--- src/rtl/mdu_pkg.sv ---
// Shared types and default latencies for the multiply/divide unit issue and writeback path.
package mdu_pkg;

    localparam int MDU_MUL_LAT = 5;
    localparam int MDU_DIV_LAT = 20;
    localparam int MDU_ROB_ID_W = 6;
    // Tag storage width; ROB_ID_W of any instance must not exceed it.
    localparam int MDU_ROB_ID_MAX_W = 16;

    typedef enum logic {
        MDU_MUL = 1'b0,
        MDU_DIV = 1'b1
    } MduSrc;

    typedef struct packed {
        logic                        valid;
        logic                        is_lo;
        logic                        is_div;
        logic [MDU_ROB_ID_MAX_W-1:0] rob_id;
    } MduWbTag;

endpackage

--- src/rtl/mdu_wb_resv.sv ---
// Write-port reservation vector and the tag pipeline that travels with it;
// res[k] set means the MDU write port is taken k cycles from now.
module mdu_wb_resv
    import mdu_pkg::*;
#(
    parameter int MUL_LAT  = MDU_MUL_LAT,
    parameter int DIV_LAT  = MDU_DIV_LAT,
    parameter int ROB_ID_W = MDU_ROB_ID_W
) (
    input  logic                clk,
    input  logic                rst,
    input  logic                flush,
    output logic                mulFree,
    output logic                divFree,
    input  logic                claim,
    input  MduSrc               claimSrc,
    input  logic [ROB_ID_W-1:0] claimHiId,
    input  logic [ROB_ID_W-1:0] claimLoId,
    output logic                wbValid,
    output logic                wbIsLo,
    output logic                wbIsDiv,
    output logic [ROB_ID_W-1:0] wbRobId,
    output logic                idle
);

    localparam int DEPTH = DIV_LAT + 2;

    logic [DEPTH-1:0] res;
    logic [DEPTH-1:0] resNext;
    MduWbTag          tagQ    [DEPTH];
    MduWbTag          tagNext [DEPTH];
    MduWbTag          hiTag;
    MduWbTag          loTag;

    // A pair needs both its HI slot (L) and LO slot (L+1) free.
    assign mulFree = ~res[MUL_LAT] & ~res[MUL_LAT+1];
    assign divFree = ~res[DIV_LAT] & ~res[DIV_LAT+1];

    always_comb begin
        hiTag = '0;
        hiTag.valid = 1'b1;
        hiTag.is_div = (claimSrc == MDU_DIV);
        hiTag.rob_id[ROB_ID_W-1:0] = claimHiId;
        loTag = '0;
        loTag.valid = 1'b1;
        loTag.is_lo = 1'b1;
        loTag.is_div = (claimSrc == MDU_DIV);
        loTag.rob_id[ROB_ID_W-1:0] = claimLoId;

        resNext = res >> 1;
        for (int k = 0; k < DEPTH - 1; k++) begin
            tagNext[k] = tagQ[k+1];
        end
        tagNext[DEPTH-1] = '0;

        // Slots land one below L because the whole vector shifts on the same edge.
        if (claim) begin
            if (claimSrc == MDU_DIV) begin
                resNext[DIV_LAT-1 +: 2] = 2'b11;
                tagNext[DIV_LAT-1] = hiTag;
                tagNext[DIV_LAT] = loTag;
            end else begin
                resNext[MUL_LAT-1 +: 2] = 2'b11;
                tagNext[MUL_LAT-1] = hiTag;
                tagNext[MUL_LAT] = loTag;
            end
        end
    end

    always_ff @(posedge clk) begin
        if (rst || flush) begin
            res <= '0;
            for (int k = 0; k < DEPTH; k++) begin
                tagQ[k] <= '0;
            end
        end else begin
            res <= resNext;
            for (int k = 0; k < DEPTH; k++) begin
                tagQ[k] <= tagNext[k];
            end
        end
    end

    assign wbValid = tagQ[0].valid;
    assign wbIsLo  = tagQ[0].is_lo;
    assign wbIsDiv = tagQ[0].is_div;
    assign wbRobId = tagQ[0].rob_id[ROB_ID_W-1:0];
    assign idle    = (res == '0);

endmodule

--- src/rtl/mdu_issue_sched.sv ---
// Issue scheduler for the shared MDU: round-robin between the multiply and divide
// queues, launching a HI/LO pair only when its two writeback slots are free.
module mdu_issue_sched
    import mdu_pkg::*;
#(
    parameter int MUL_LAT  = MDU_MUL_LAT,
    parameter int DIV_LAT  = MDU_DIV_LAT,
    parameter int ROB_ID_W = MDU_ROB_ID_W
) (
    input  logic                clk,
    input  logic                rst,
    input  logic                flush,
    input  logic                mul_valid,
    output logic                mul_ready,
    input  logic [ROB_ID_W-1:0] mul_hi_id,
    input  logic [ROB_ID_W-1:0] mul_lo_id,
    input  logic                div_valid,
    output logic                div_ready,
    input  logic [ROB_ID_W-1:0] div_hi_id,
    input  logic [ROB_ID_W-1:0] div_lo_id,
    output logic                issue_valid,
    output logic                issue_is_div,
    output logic                wb_valid,
    output logic                wb_is_lo,
    output logic                wb_is_div,
    output logic [ROB_ID_W-1:0] wb_rob_id,
    output logic                idle
);

    // Handshake: a pair transfers in any cycle where valid && ready. Ready is
    // combinational from valid and the reservation state; the queue must hold an
    // unaccepted pair (valid and ids) stable until it sees ready.

    MduSrc prio;
    MduSrc claimSrc;
    logic  mulFree;
    logic  divFree;
    logic  mulOk;
    logic  divOk;
    logic  grantMul;
    logic  grantDiv;
    logic  open;

    always_comb begin
        mulOk    = mul_valid & mulFree;
        divOk    = div_valid & divFree;
        grantMul = mulOk & (~divOk | (prio == MDU_MUL));
        grantDiv = divOk & ~grantMul;
        open     = ~flush & ~rst;
    end

    assign mul_ready    = grantMul & open;
    assign div_ready    = grantDiv & open;
    assign issue_valid  = mul_ready | div_ready;
    assign issue_is_div = div_ready;
    assign claimSrc     = div_ready ? MDU_DIV : MDU_MUL;

    // prio names the source that wins a tie; it moves away from whoever was just served.
    always_ff @(posedge clk) begin
        if (rst) begin
            prio <= MDU_MUL;
        end else if (mul_ready) begin
            prio <= MDU_DIV;
        end else if (div_ready) begin
            prio <= MDU_MUL;
        end
    end

    mdu_wb_resv #(
        .MUL_LAT (MUL_LAT),
        .DIV_LAT (DIV_LAT),
        .ROB_ID_W(ROB_ID_W)
    ) uResv (
        .clk      (clk),
        .rst      (rst),
        .flush    (flush),
        .mulFree  (mulFree),
        .divFree  (divFree),
        .claim    (issue_valid),
        .claimSrc (claimSrc),
        .claimHiId(div_ready ? div_hi_id : mul_hi_id),
        .claimLoId(div_ready ? div_lo_id : mul_lo_id),
        .wbValid  (wb_valid),
        .wbIsLo   (wb_is_lo),
        .wbIsDiv  (wb_is_div),
        .wbRobId  (wb_rob_id),
        .idle     (idle)
    );

endmodule

--- config.mk ---
export PLATFORM = sky130hd
export DESIGN_NAME = mdu_issue_sched
export DESIGN_NICKNAME = d
export VERILOG_FILES = /design/src/rtl/mdu_pkg.sv /design/src/rtl/mdu_wb_resv.sv /design/src/rtl/mdu_issue_sched.sv
export SDC_FILE = /design/constraint.sdc
export NUM_CORES = 1
export LEC_CHECK = 0
export ABC_AREA = 1
export CAP_MARGIN = 20
export CORE_MARGIN = 1.5
export CORE_UTILIZATION = 45
export CTS_CLUSTER_SIZE = 28
export DETAILED_ROUTE_END_ITERATION = 7
export PLACE_DENSITY = 0.65
export SLEW_MARGIN = 30
export SYNTH_ARGS = -nofsm -noshare
export SYNTH_HDL_FRONTEND = slang
export SYNTH_SLANG_ARGS = --single-unit
--- constraint.sdc ---
create_clock -name clk -period 3.33 [get_ports clk]
set_input_delay 0.666 -clock clk [delete_from_list [all_inputs] [get_ports clk]]
set_output_delay 0.666 -clock clk [all_outputs]
set_load 0.02 [all_outputs]
==> flow_summary.yaml, run 1 <==
status:
  outcome: "finished, final reports clean"
die:
  ios: 43
  fp.dieH_microns: 110
  initial_core_util: 0.459
  core_sq_um: 11300
  die_w_microns: 110
  rows: 39
  die-area_sq_um: 12200
layout:
  ff_latch_area_sq_um: 3480
  area_growth_pct: 20.9
  multiInputGateArea_sq_um: 957
  fin_nets: 660
  n_fill_cell: 1029
  drive_above_1_share: 0.0638
  diodes: 0
  stdcell_count: 786
synth:
  synthTopCellsByArea: "dfxtp_1 67%, nor2_1 12%, inv_1 11%, nand2_1 2.0%, buf_2 1.3%"
  synth.area.mux_share: 0
  synth_xor_area_frac: 0
  syn_area_sq_um: 5190
  synth_fa_ha_area_frac: 0
  synth_top_area_share: 0.671
  yosys_warnings: 0
  synthCells: 593
  ys_seq_elements: 174
  synth_top_family_by_area: "simple AND/OR/NAND/NOR gates"
  ys_types: 21
  synth_nets: 622
  synth_largest_area_cell: "dfxtp_1"
  ys_seq_area_frac: 0.671
  synth-compound-area-share: 0.0173
  avgSynthCellArea_sq_um: 8.76
  yosys.area_share.simple: 0.167
setup_path:
  path_class: "input pin to primary output"
  cp_common_cell: "clkdlybuf4s50_1"
  reg2reg_depth: 6
  worst-path-max-fanout: 15
  path_buf_inv: 4
  reg2reg_slack_ns: 1.79
  cp_data_arrival_time_ns: 2.37
  cp_slowest_stage_delay_ns: 0.60
  cp.depth: 7
  timing.rr.start: "uResv.res[6]"
  cp_cell_sequence: "clkdlybuf4s50_1 -> nor2_4 -> inv_4 -> nor2_8 -> nand2_4 -> inv_2 -> clkdlybuf4s50_1"
  critPathCaptureType: "primary output"
  worstPathRequired_ns: 2.66
  critical-path-top-delay-family: "buffers and inverters"
  start_kind: "input pin"
  crit_path_top_delay_cell: "clkdlybuf4s50_1"
  reg2reg_to: "uResv.tagQ[0][77]"
detailed_routing:
  drt_first_pass_iters: 5
  vias: 3248
  wirelength_microns: 7460
  wl_per_cell_microns: 9.48
  vias_per_cell: 4.13
  ant_nets: 0
  drt_iter0_drc: 148
  route.detailed.drc: 0
sta:
  maxSlewHeadroom: 0.470
  slew_viol_final: 0
  period_needed_ns: 3.04
  finalCritPeriodShare: 0.913
  fin_setup_tns_ns: 0
  clock.fmax_mhz: 329
  fin_skew_ns: 0.0135
  hold_violations: 0
  setup_violations: 0
  worstMarginPinSlew_ns: 0.795
  rsz0062_at_grt: "false"
global_route:
  overflow: 0
  grt_first_pass_wirelength_microns: 12900
  grt_start_max_net_pins: 85
  grt_use_met2: 0.225
  antenna_found_initial: 0
  met3_usage: 0.0527
  grt_pass1_vias: 3083
  busiest_layer: "met2"
  gr-usage-all-layers: 0.132
  use_met1: 0.147
power:
  switching_share: 0.204
  vdd_drop_max_uv: 426
  p_switching_uw: 862
  total_power_mw: 4.22
  seqPwrFrac: 0.498
  power_leakage_nw: 2.37
  combPwrFrac: 0.031
  intPower_mw: 3.36
  clkPwrFrac: 0.471
  powerDensity_nw_per_um2: 672
place:
  place_inst: 755
  dp.final_hpwl_microns: 4620
  gp_congestion: 0.765
  portBuffers: 42
clocking:
  clk_pin_slew_ns: 0.07
  ctsHoldBuffers: 0
  clock-sinks: 174
  htreeDepth: 4
  cts_tree: "done"
  clk_latency_ns: 0.42
  post_cts_buffers: 0
  cts_made_buffers: 17
  post_cts_resized: 0
  cts_buffer_depth: 2
  cts-root-buf: "clkbuf_16"
worst_hold_path:
  hold_path.class: "flip-flop to flip-flop"
  min_from: "uResv.tagQ[0][229]"
  min_to: "uResv.tagQ[0][210]"
  hold_depth: 2
flow_run:
  drv_cap: 0
[area by class of cell]
cell class,instances,area share
inverter,158,0.0949
timing repair buffer,47,0.0729
multi-input combinational,233,0.152
clock inverter,12,0.0259
clock buffer,19,0.0705
tap,143,0.0285
sequential,174,0.555
[worst max-delay path by stage]
stage	from	end	slack, ns
2_1_floorplan	rst	issue_is_div	1.26
3_3_place_gp	rst	div_ready	0.33
3_5_place_dp	rst	uResv.res[5]	0.28
4_1_cts	rst	div_ready	0.28
5_1_grt	rst	div_ready	0.20
6_report	rst	div_ready	0.29
[flip-flops by register name (all words and copies together), names as in the netlist]
register,flops
uResv.res,19
uResv.tagQ,154
prio,1
[routing by layer]
metal,vias up,routed length (microns)
li1,1729,-
met1,1467,3470
met2,41,3610
met3,11,265
met4,0,111
met5,-,0
[cell families (layout without fill, tap and decap cells)]
| logic type | count (synthesis) | count (layout) |
|---|---|---|
| flops | 174 | 174 |
| simple gates | 215 | 215 |
| compound gates | 18 | 18 |
| buf+inv | 186 | 236 |
[metrics by stage]
stage | instance area (sq um) | hold slack, ns | setup slack, ns | util
finish | 6280 | 0.398 | 0.291 | 0.555
global placement | 5670 | 0.394 | 0.331 | 0.501
CTS | 6280 | 0.401 | 0.285 | 0.555
global route | 6280 | 0.415 | 0.198 | 0.555
floorplan | 5190 | 0.394 | 1.26 | -
detailed placement | 5670 | 0.399 | 0.277 | 0.501
[cells in the mapped netlist]
library cell	instances
o21ai_0	8
o21ai_1	4
nor2_8	1
nor3_1	1
inv_2	2
nand3_2	1
buf_2	13
inv_1	156
nand3_1	9
nor2_4	1
a21oi_1	6
nor4_1	2
buf_4	8
buf_1	3
buf_6	1
nand4_1	2
nor2_1	169
dfxtp_1	174
clkbuf_1	3
nand2_4	1
nand2_1	28
[worst min-delay path, cell delays in order, from the launching register on]
cell,delay [ns]
dfxtp_1,0.29
inv_1,0.04
nor2_1,0.03
[cell usage in the layout (no fill, tap or decap)]
cell	Yosys	routed
nor2_4	1	1
clkbuf_1	3	1
nand2_4	1	1
nor3_1	1	1
clkinv_4	0	4
clkbuf_16	0	17
inv_8	0	1
nor4_1	2	2
nor2_1	169	169
clkinvlp_4	0	1
inv_6	0	1
clkbuf_8	0	1
clkdlybuf4s50_1	0	42
inv_2	2	1
o21ai_0	8	8
nor2_8	1	1
bufinv_16	0	3
buf_4	8	5
clkinv_2	0	2
o21ai_1	4	4
inv_1	156	156
inv_4	0	1
a21oi_1	6	6
nand3_1	9	9
nand2_1	28	28
nand3_2	1	1
nand4_1	2	2
dfxtp_1	174	174
[power by group through the flow]
stage | Combinational [mW] | Clock, mW | Sequential, mW
floorplan | 0.0762 | 0 | 2.15
finish | 0.132 | 1.99 | 2.10
global route | 0.146 | 2.12 | 2.10
detailed placement | 0.133 | 0 | 2.15
CTS | 0.134 | 2.03 | 2.10
global placement | 0.132 | 0 | 2.15
No activity file was read; power rests on OpenSTA's default activity.
==> inputs of run 2 (changes only) <==
--- a/config.mk
+++ b/config.mk
@@ -6,12 +6,12 @@
 export NUM_CORES = 1
 export LEC_CHECK = 0
 export ABC_AREA = 1
-export CAP_MARGIN = 20
+export CAP_MARGIN = 25
 export CORE_MARGIN = 1.5
 export CORE_UTILIZATION = 45
 export CTS_CLUSTER_SIZE = 28
 export DETAILED_ROUTE_END_ITERATION = 7
-export PLACE_DENSITY = 0.65
+export PLACE_DENSITY = 0.68
 export SLEW_MARGIN = 30
 export SYNTH_ARGS = -nofsm -noshare
 export SYNTH_HDL_FRONTEND = slang
==> constraint.sdc (replaced) <==
create_clock -name clk -period 2.4 [get_ports clk]
set_input_delay 0.48 -clock clk [delete_from_list [all_inputs] [get_ports clk]]
set_output_delay 0.48 -clock clk [all_outputs]
set_load 0.02 [all_outputs]
==> run 2 against run 1 <==
Net effect:
- routed wire length increased by 3.5%
- first-iteration DRC count decreased by 2.7%
- sequential share of layout area decreased by 0.30 points
- sequential power increased by 39%
- count of clock-buffer cells in the layout decreased by 2
- total power increased by 38%
- critical endpoint is now mul_ready
- global-route usage increased by 0.44 points
- critical path depth decreased by 2
- critical path type unchanged
==> flow_summary.yaml, run 2 (synthesis results as in run 1) <==
layout:
  area_growth_pct: 21.6
  stdcell_count: 794
  final_common_cell: "dfxtp_1"
  top_regs: "uResv.tagQ: 154 flops, uResv.res: 19 flops, prio: 1 flops"
  fin_nets: 667
  largest_register: "uResv.tagQ"
  n_fill_cell: 1001
  drive_above_1_share: 0.0783
  final_cell_mix: "174 x dfxtp_1, 169 x nor2_1, 156 x inv_1"
  final_area_sq_um: 6310
  largest_reg_flops: 154
  diodes: 0
die:
  initial_core_util: 0.459
  fp.dieH_microns: 110
  rows: 39
  die_w_microns: 110
  core_sq_um: 11300
  ios: 43
  die-area_sq_um: 12200
clocking:
  clk_latency_ns: 0.41
  htreeDepth: 4
  cts-root-buf: "clkbuf_16"
  cts_tree: "done"
  clk_pin_slew_ns: 0.06
  clock-sinks: 174
  post_cts_buffers: 0
  cts_made_buffers: 17
  cts_buffer_depth: 2
sta:
  finalWorstSetupSlack_ns: 0.110
  rsz0062_at_grt: "false"
  slew_viol_final: 0
  period_needed_ns: 2.29
  maxSlewHeadroom: 0.463
  setup_violations: 0
  hold_violations: 0
  worstMarginPinSlew_ns: 0.806
  clock.fmax_mhz: 437
  finalCritPeriodShare: 0.954
  fin_skew_ns: 0.00468
detailed_routing:
  wirelength_microns: 7710
  vias: 3265
  wl_per_cell_microns: 9.72
  ant_nets: 0
  vias_per_cell: 4.11
  drt_first_pass_iters: 6
  drt_iter0_drc: 144
  route.detailed.drc: 0
power:
  vdd_drop_max_uv: 599
  total_power_mw: 5.81
  powerDensity_nw_per_um2: 920
  power_leakage_nw: 2.41
setup_path:
  worst-path-max-fanout: 4
  crit_path_top_delay_cell: "clkdlybuf4s50_1"
  critical-path-top-delay-family: "buffers and inverters"
  cp_slowest_stage_delay_ns: 0.47
  start_kind: "input pin"
  cp_cell_sequence: "clkdlybuf4s50_1 -> nor2_4 -> nand4_1 -> inv_1 -> dlygate4sd2_1"
  cp_data_arrival_time_ns: 1.81
  path_class: "input pin to primary output"
  path_buf_inv: 3
  critPathCaptureType: "primary output"
  worstPathRequired_ns: 1.92
global_route:
  met3_usage: 0.0543
  grt_start_max_net_pins: 88
  busiest_layer: "met2"
  grt_first_pass_wirelength_microns: 13300
  antenna_found_initial: 0
  grt_use_met2: 0.238
  grt_pass1_vias: 3198
  use_met1: 0.146
  overflow: 0
  gr-usage-all-layers: 0.136
flow_run:
  drv_cap: 0
place:
  portBuffers: 42
  dp.final_hpwl_microns: 4780
  dp_worst_setup_slack_ns: -0.181
  place_inst: 762
  place_area_sq_um: 5730
  gp_congestion: 0.778
worst_hold_path:
  hold_path.class: "flip-flop to flip-flop"
status:
  outcome: "finished, final reports clean"
run 2: worst paths after layout:
| kind | depth (start not counted) | endpoint | start | slack [ns] |
|---|---|---|---|---|
| hold reg to reg | 2 | uResv.tagQ[0][172] | uResv.tagQ[0][191] | 0.40 |
| setup / recovery | 5 | mul_ready | rst | 0.11 |
| hold / removal | 2 | uResv.tagQ[0][172] | uResv.tagQ[0][191] | 0.40 |
| setup reg to reg | 7 | uResv.tagQ[0][81] | uResv.res[5] | 0.88 |
run 2: cell type report:
type | instances | area (sq um) | share of cell area
Clock buffer | 17 | 425 | 0.0674
Clock inverter | 15 | 171 | 0.0272
Inverter | 158 | 596 | 0.0944
Multi-Input combinational cell | 233 | 957 | 0.152
Sequential cell | 174 | 3480 | 0.552
Tap cell | 143 | 179 | 0.0283
Timing Repair Buffer | 54 | 500 | 0.0793
run 2: repair_timing:
action / 4_1_cts / 5_1_grt
setup endpoints to repair: 5 / 1
resized for setup: 5 / 2
pin swaps: 0 / 0
hold buffers: 0 / 0
run 2: per-layer routing:
metal / wire length, microns / up-vias
met4: 108 / 0
met2: 3780 / 54
met5: 0 / -
li1: - / 1736
met3: 362 / 11
met1: 3460 / 1464
run 2: power breakdown:
part           internal (mW)  total (mW)  switching [mW]
registers               2.91        2.92         0.00682
clock network           1.63        2.71            1.07
logic                 0.0794       0.186           0.106
run 2: tightest hold or removal path, stage by stage (launching register included):
cell and delay, ns:
dfxtp_1 0.30, inv_1 0.04, nor2_1 0.03
run 2: metrics by stage:
stage / hold slack, ns / TNS (ns) / utilization
3_5_place_dp: 0.398 / -0.559 / 0.506
6_report: 0.404 / 0 / 0.558
2_1_floorplan: 0.394 / 0 / -
3_3_place_gp: 0.394 / -0.326 / 0.506
4_1_cts: 0.405 / 0 / 0.558
5_1_grt: 0.415 / 0 / 0.558
==> variant (flow settings as in run 2) <==
`MDU_MUL_LAT`: 5 -> 10.
--- a/src/rtl/mdu_pkg.sv
+++ b/src/rtl/mdu_pkg.sv
@@ -2,5 +2,5 @@
 package mdu_pkg;
 
-    localparam int MDU_MUL_LAT = 5;
+    localparam int MDU_MUL_LAT = 10;
     localparam int MDU_DIV_LAT = 20;
     localparam int MDU_ROB_ID_W = 6;
Formal check against the unedited RTL: not equivalent (Yosys sat finds a counterexample within 10 cycles, from zero or initial values and one cycle with rst high).
==> variant against run 2 <==
The run now ends with DRC left. Routed wire length is 1.0% higher. Clock power about the same. Area after synthesis is 3.1% higher. Count of clock-buffer cells in the layout increased by 2. Hold slack about the same. Sequential cell count is 5 higher. Register-to-register slack better by 190 ps. Power rose by 1.3%. Worst setup slack better by 4.4 ps. Design area increased by 2.1%.
==> variant: results (changes against run 2) <==
<table>
<tr><th>Metric</th><th>Value</th></tr>
<tr><th colspan="2">Global route</th></tr>
<tr><td>Global-route wire length before repair</td><td>13160 µm (-0.83%)</td></tr>
<tr><td>Vias in the first global route</td><td>3076 (-3.8%)</td></tr>
<tr><td>Largest net degree at the start of global routing</td><td>82 (-6.8%)</td></tr>
<tr><th colspan="2">STA</th></tr>
<tr><td>Final Skew</td><td>8.295 ps (+3.616 ps)</td></tr>
<tr><th colspan="2">Routing</th></tr>
<tr><td>Vias per inst</td><td>4.091 (-0.50%)</td></tr>
<tr><td>Routed wire length</td><td>7793 µm (+1.0%)</td></tr>
<tr><td>Starting DRC count in detailed routing</td><td>155 (+7.6%)</td></tr>
<tr><td>DRC violation count after routing</td><td>1 (+1)</td></tr>
<tr><td>Wire length the detailed router placed on met1</td><td>3630 µm (+4.8%)</td></tr>
<tr><th colspan="2">Min path</th></tr>
<tr><td>Origin of the worst min-delay path</td><td>uResv.tagQ[0][188]</td></tr>
<tr><td>Hold endpoint</td><td>uResv.tagQ[0][169]</td></tr>
<tr><th colspan="2">Layout</th></tr>
<tr><td>Fillers</td><td>1031 (+3.0%)</td></tr>
<tr><td>Flip-flop count of the largest register after layout</td><td>159 (+3.2%)</td></tr>
<tr><td>Layout cell share with drive strength beyond 1</td><td>7.057% (-0.78 points)</td></tr>
<tr><td>Largest registers</td><td>uResv.tagQ x159, uResv.res x19, prio x1</td></tr>
<tr><td>Net count, final</td><td>682 (+2.2%)</td></tr>
<tr><th colspan="2">Status</th></tr>
<tr><td>Violations in the final reports</td><td>DRC</td></tr>
<tr><td>Run status</td><td>finished, violations left</td></tr>
<tr><th colspan="2">Synth</th></tr>
<tr><td>Synth area leaders</td><td>sky130_fd_sc_hd__dfxtp_1 67%, sky130_fd_sc_hd__nor2_1 12%, sky130_fd_sc_hd__inv_1 11%, sky130_fd_sc_hd__nand2_1 2.3%, sky130_fd_sc_hd__buf_2 1.8%</td></tr>
<tr><td>Count of different cell masters after synthesis</td><td>19 (-9.5%)</td></tr>
<tr><td>Most frequent cells after synthesis</td><td>179 x sky130_fd_sc_hd__dfxtp_1, 169 x sky130_fd_sc_hd__nor2_1, 164 x sky130_fd_sc_hd__inv_1</td></tr>
<tr><th colspan="2">Critical path</th></tr>
<tr><td>Critical Path Max Stage Delay</td><td>610 ps (+140 ps)</td></tr>
<tr><td>Biggest fanout along the worst timing path</td><td>3 (-1)</td></tr>
<tr><td>R2r setup slk</td><td>1070 ps (+190 ps)</td></tr>
<tr><td>Worst R2R End</td><td>uResv.tagQ[0][192]</td></tr>
<tr><th colspan="2">Placement</th></tr>
<tr><td>Placer's final routability congestion estimate</td><td>0.7647 (-1.7%)</td></tr>
<tr><td>Detailed-placement wirelength estimate</td><td>4925 µm (+2.9%)</td></tr>
</table>
==> variant: stage by stage <==
stage	total power [mW]	cell area [µm²]	utilization, %	cells
2_1_floorplan	3.171	5355	-	612
3_3_place_gp	3.249	5854	50.84	777
3_5_place_dp	3.252	5854	50.84	777
4_1_cts	5.944	6441	55.93	809
5_1_grt	6.104	6444	55.95	809
6_report	5.884	6444	55.95	809
==> variant: worst max-delay path by stage <==
stage | start | end | slack, ps | cells after the start
3_5_place_dp | rst | div_ready | -150 | 7
2_1_floorplan | rst | issue_is_div | 630 | 6
3_3_place_gp | rst | issue_is_div | -100 | 7
5_1_grt | uResv.res[11] | idle | 2 | 4
6_report | uResv.res[11] | idle | 110 | 4
4_1_cts | uResv.res[11] | idle | 30 | 4
==> variant: repair_timing <==
action                                  in CTS  in global routing
gates resized for setup                      4                  1
endpoints found under the setup margin       4                  1
setup buffers                                0                  0
pin swaps                                    0                  0
==> variant: tightest hold or removal path: cells and delay by family, from the launching register on <==
family,cells,cell delay [ps]
flip-flops,1,300
buffers and inverters,1,40
AND/OR/NAND/NOR,1,30
==> variant: area by class of cell <==
type / count / area share (%)
clock inverter: 13 / 2.311
clock buffer: 19 / 6.874
sequential: 179 / 55.61
inverter: 166 / 9.728
tap: 143 / 2.777
timing repair buffer: 51 / 7.495
multi-input combinational: 238 / 15.20
==> variant: logic make-up after synthesis <==
group / Yosys count / share of synthesized area, %
buf+inv: 195 / 14.84
flops: 179 / 66.92
simple gates: 219 / 16.47
compound gates: 19 / 1.775
==> variant: power breakdown <==
part | internal, mW | leakage, nW | switching (mW)
Combinational | 0.0786 | 0.750 | 0.104
Sequential | 2.99 | 1.44 | 0.00614
Clock | 1.58 | 0.286 | 1.12
==> variant: per-layer routing <==
| layer | vias up | track usage [%] |
|---|---|---|
| met4 | 0 | 4.895 |
| met1 | 1477 | 15.57 |
| li1 | 1781 | - |
| met5 | - | 0 |
| met2 | 46 | 21.64 |
| met3 | 6 | 6.263 |
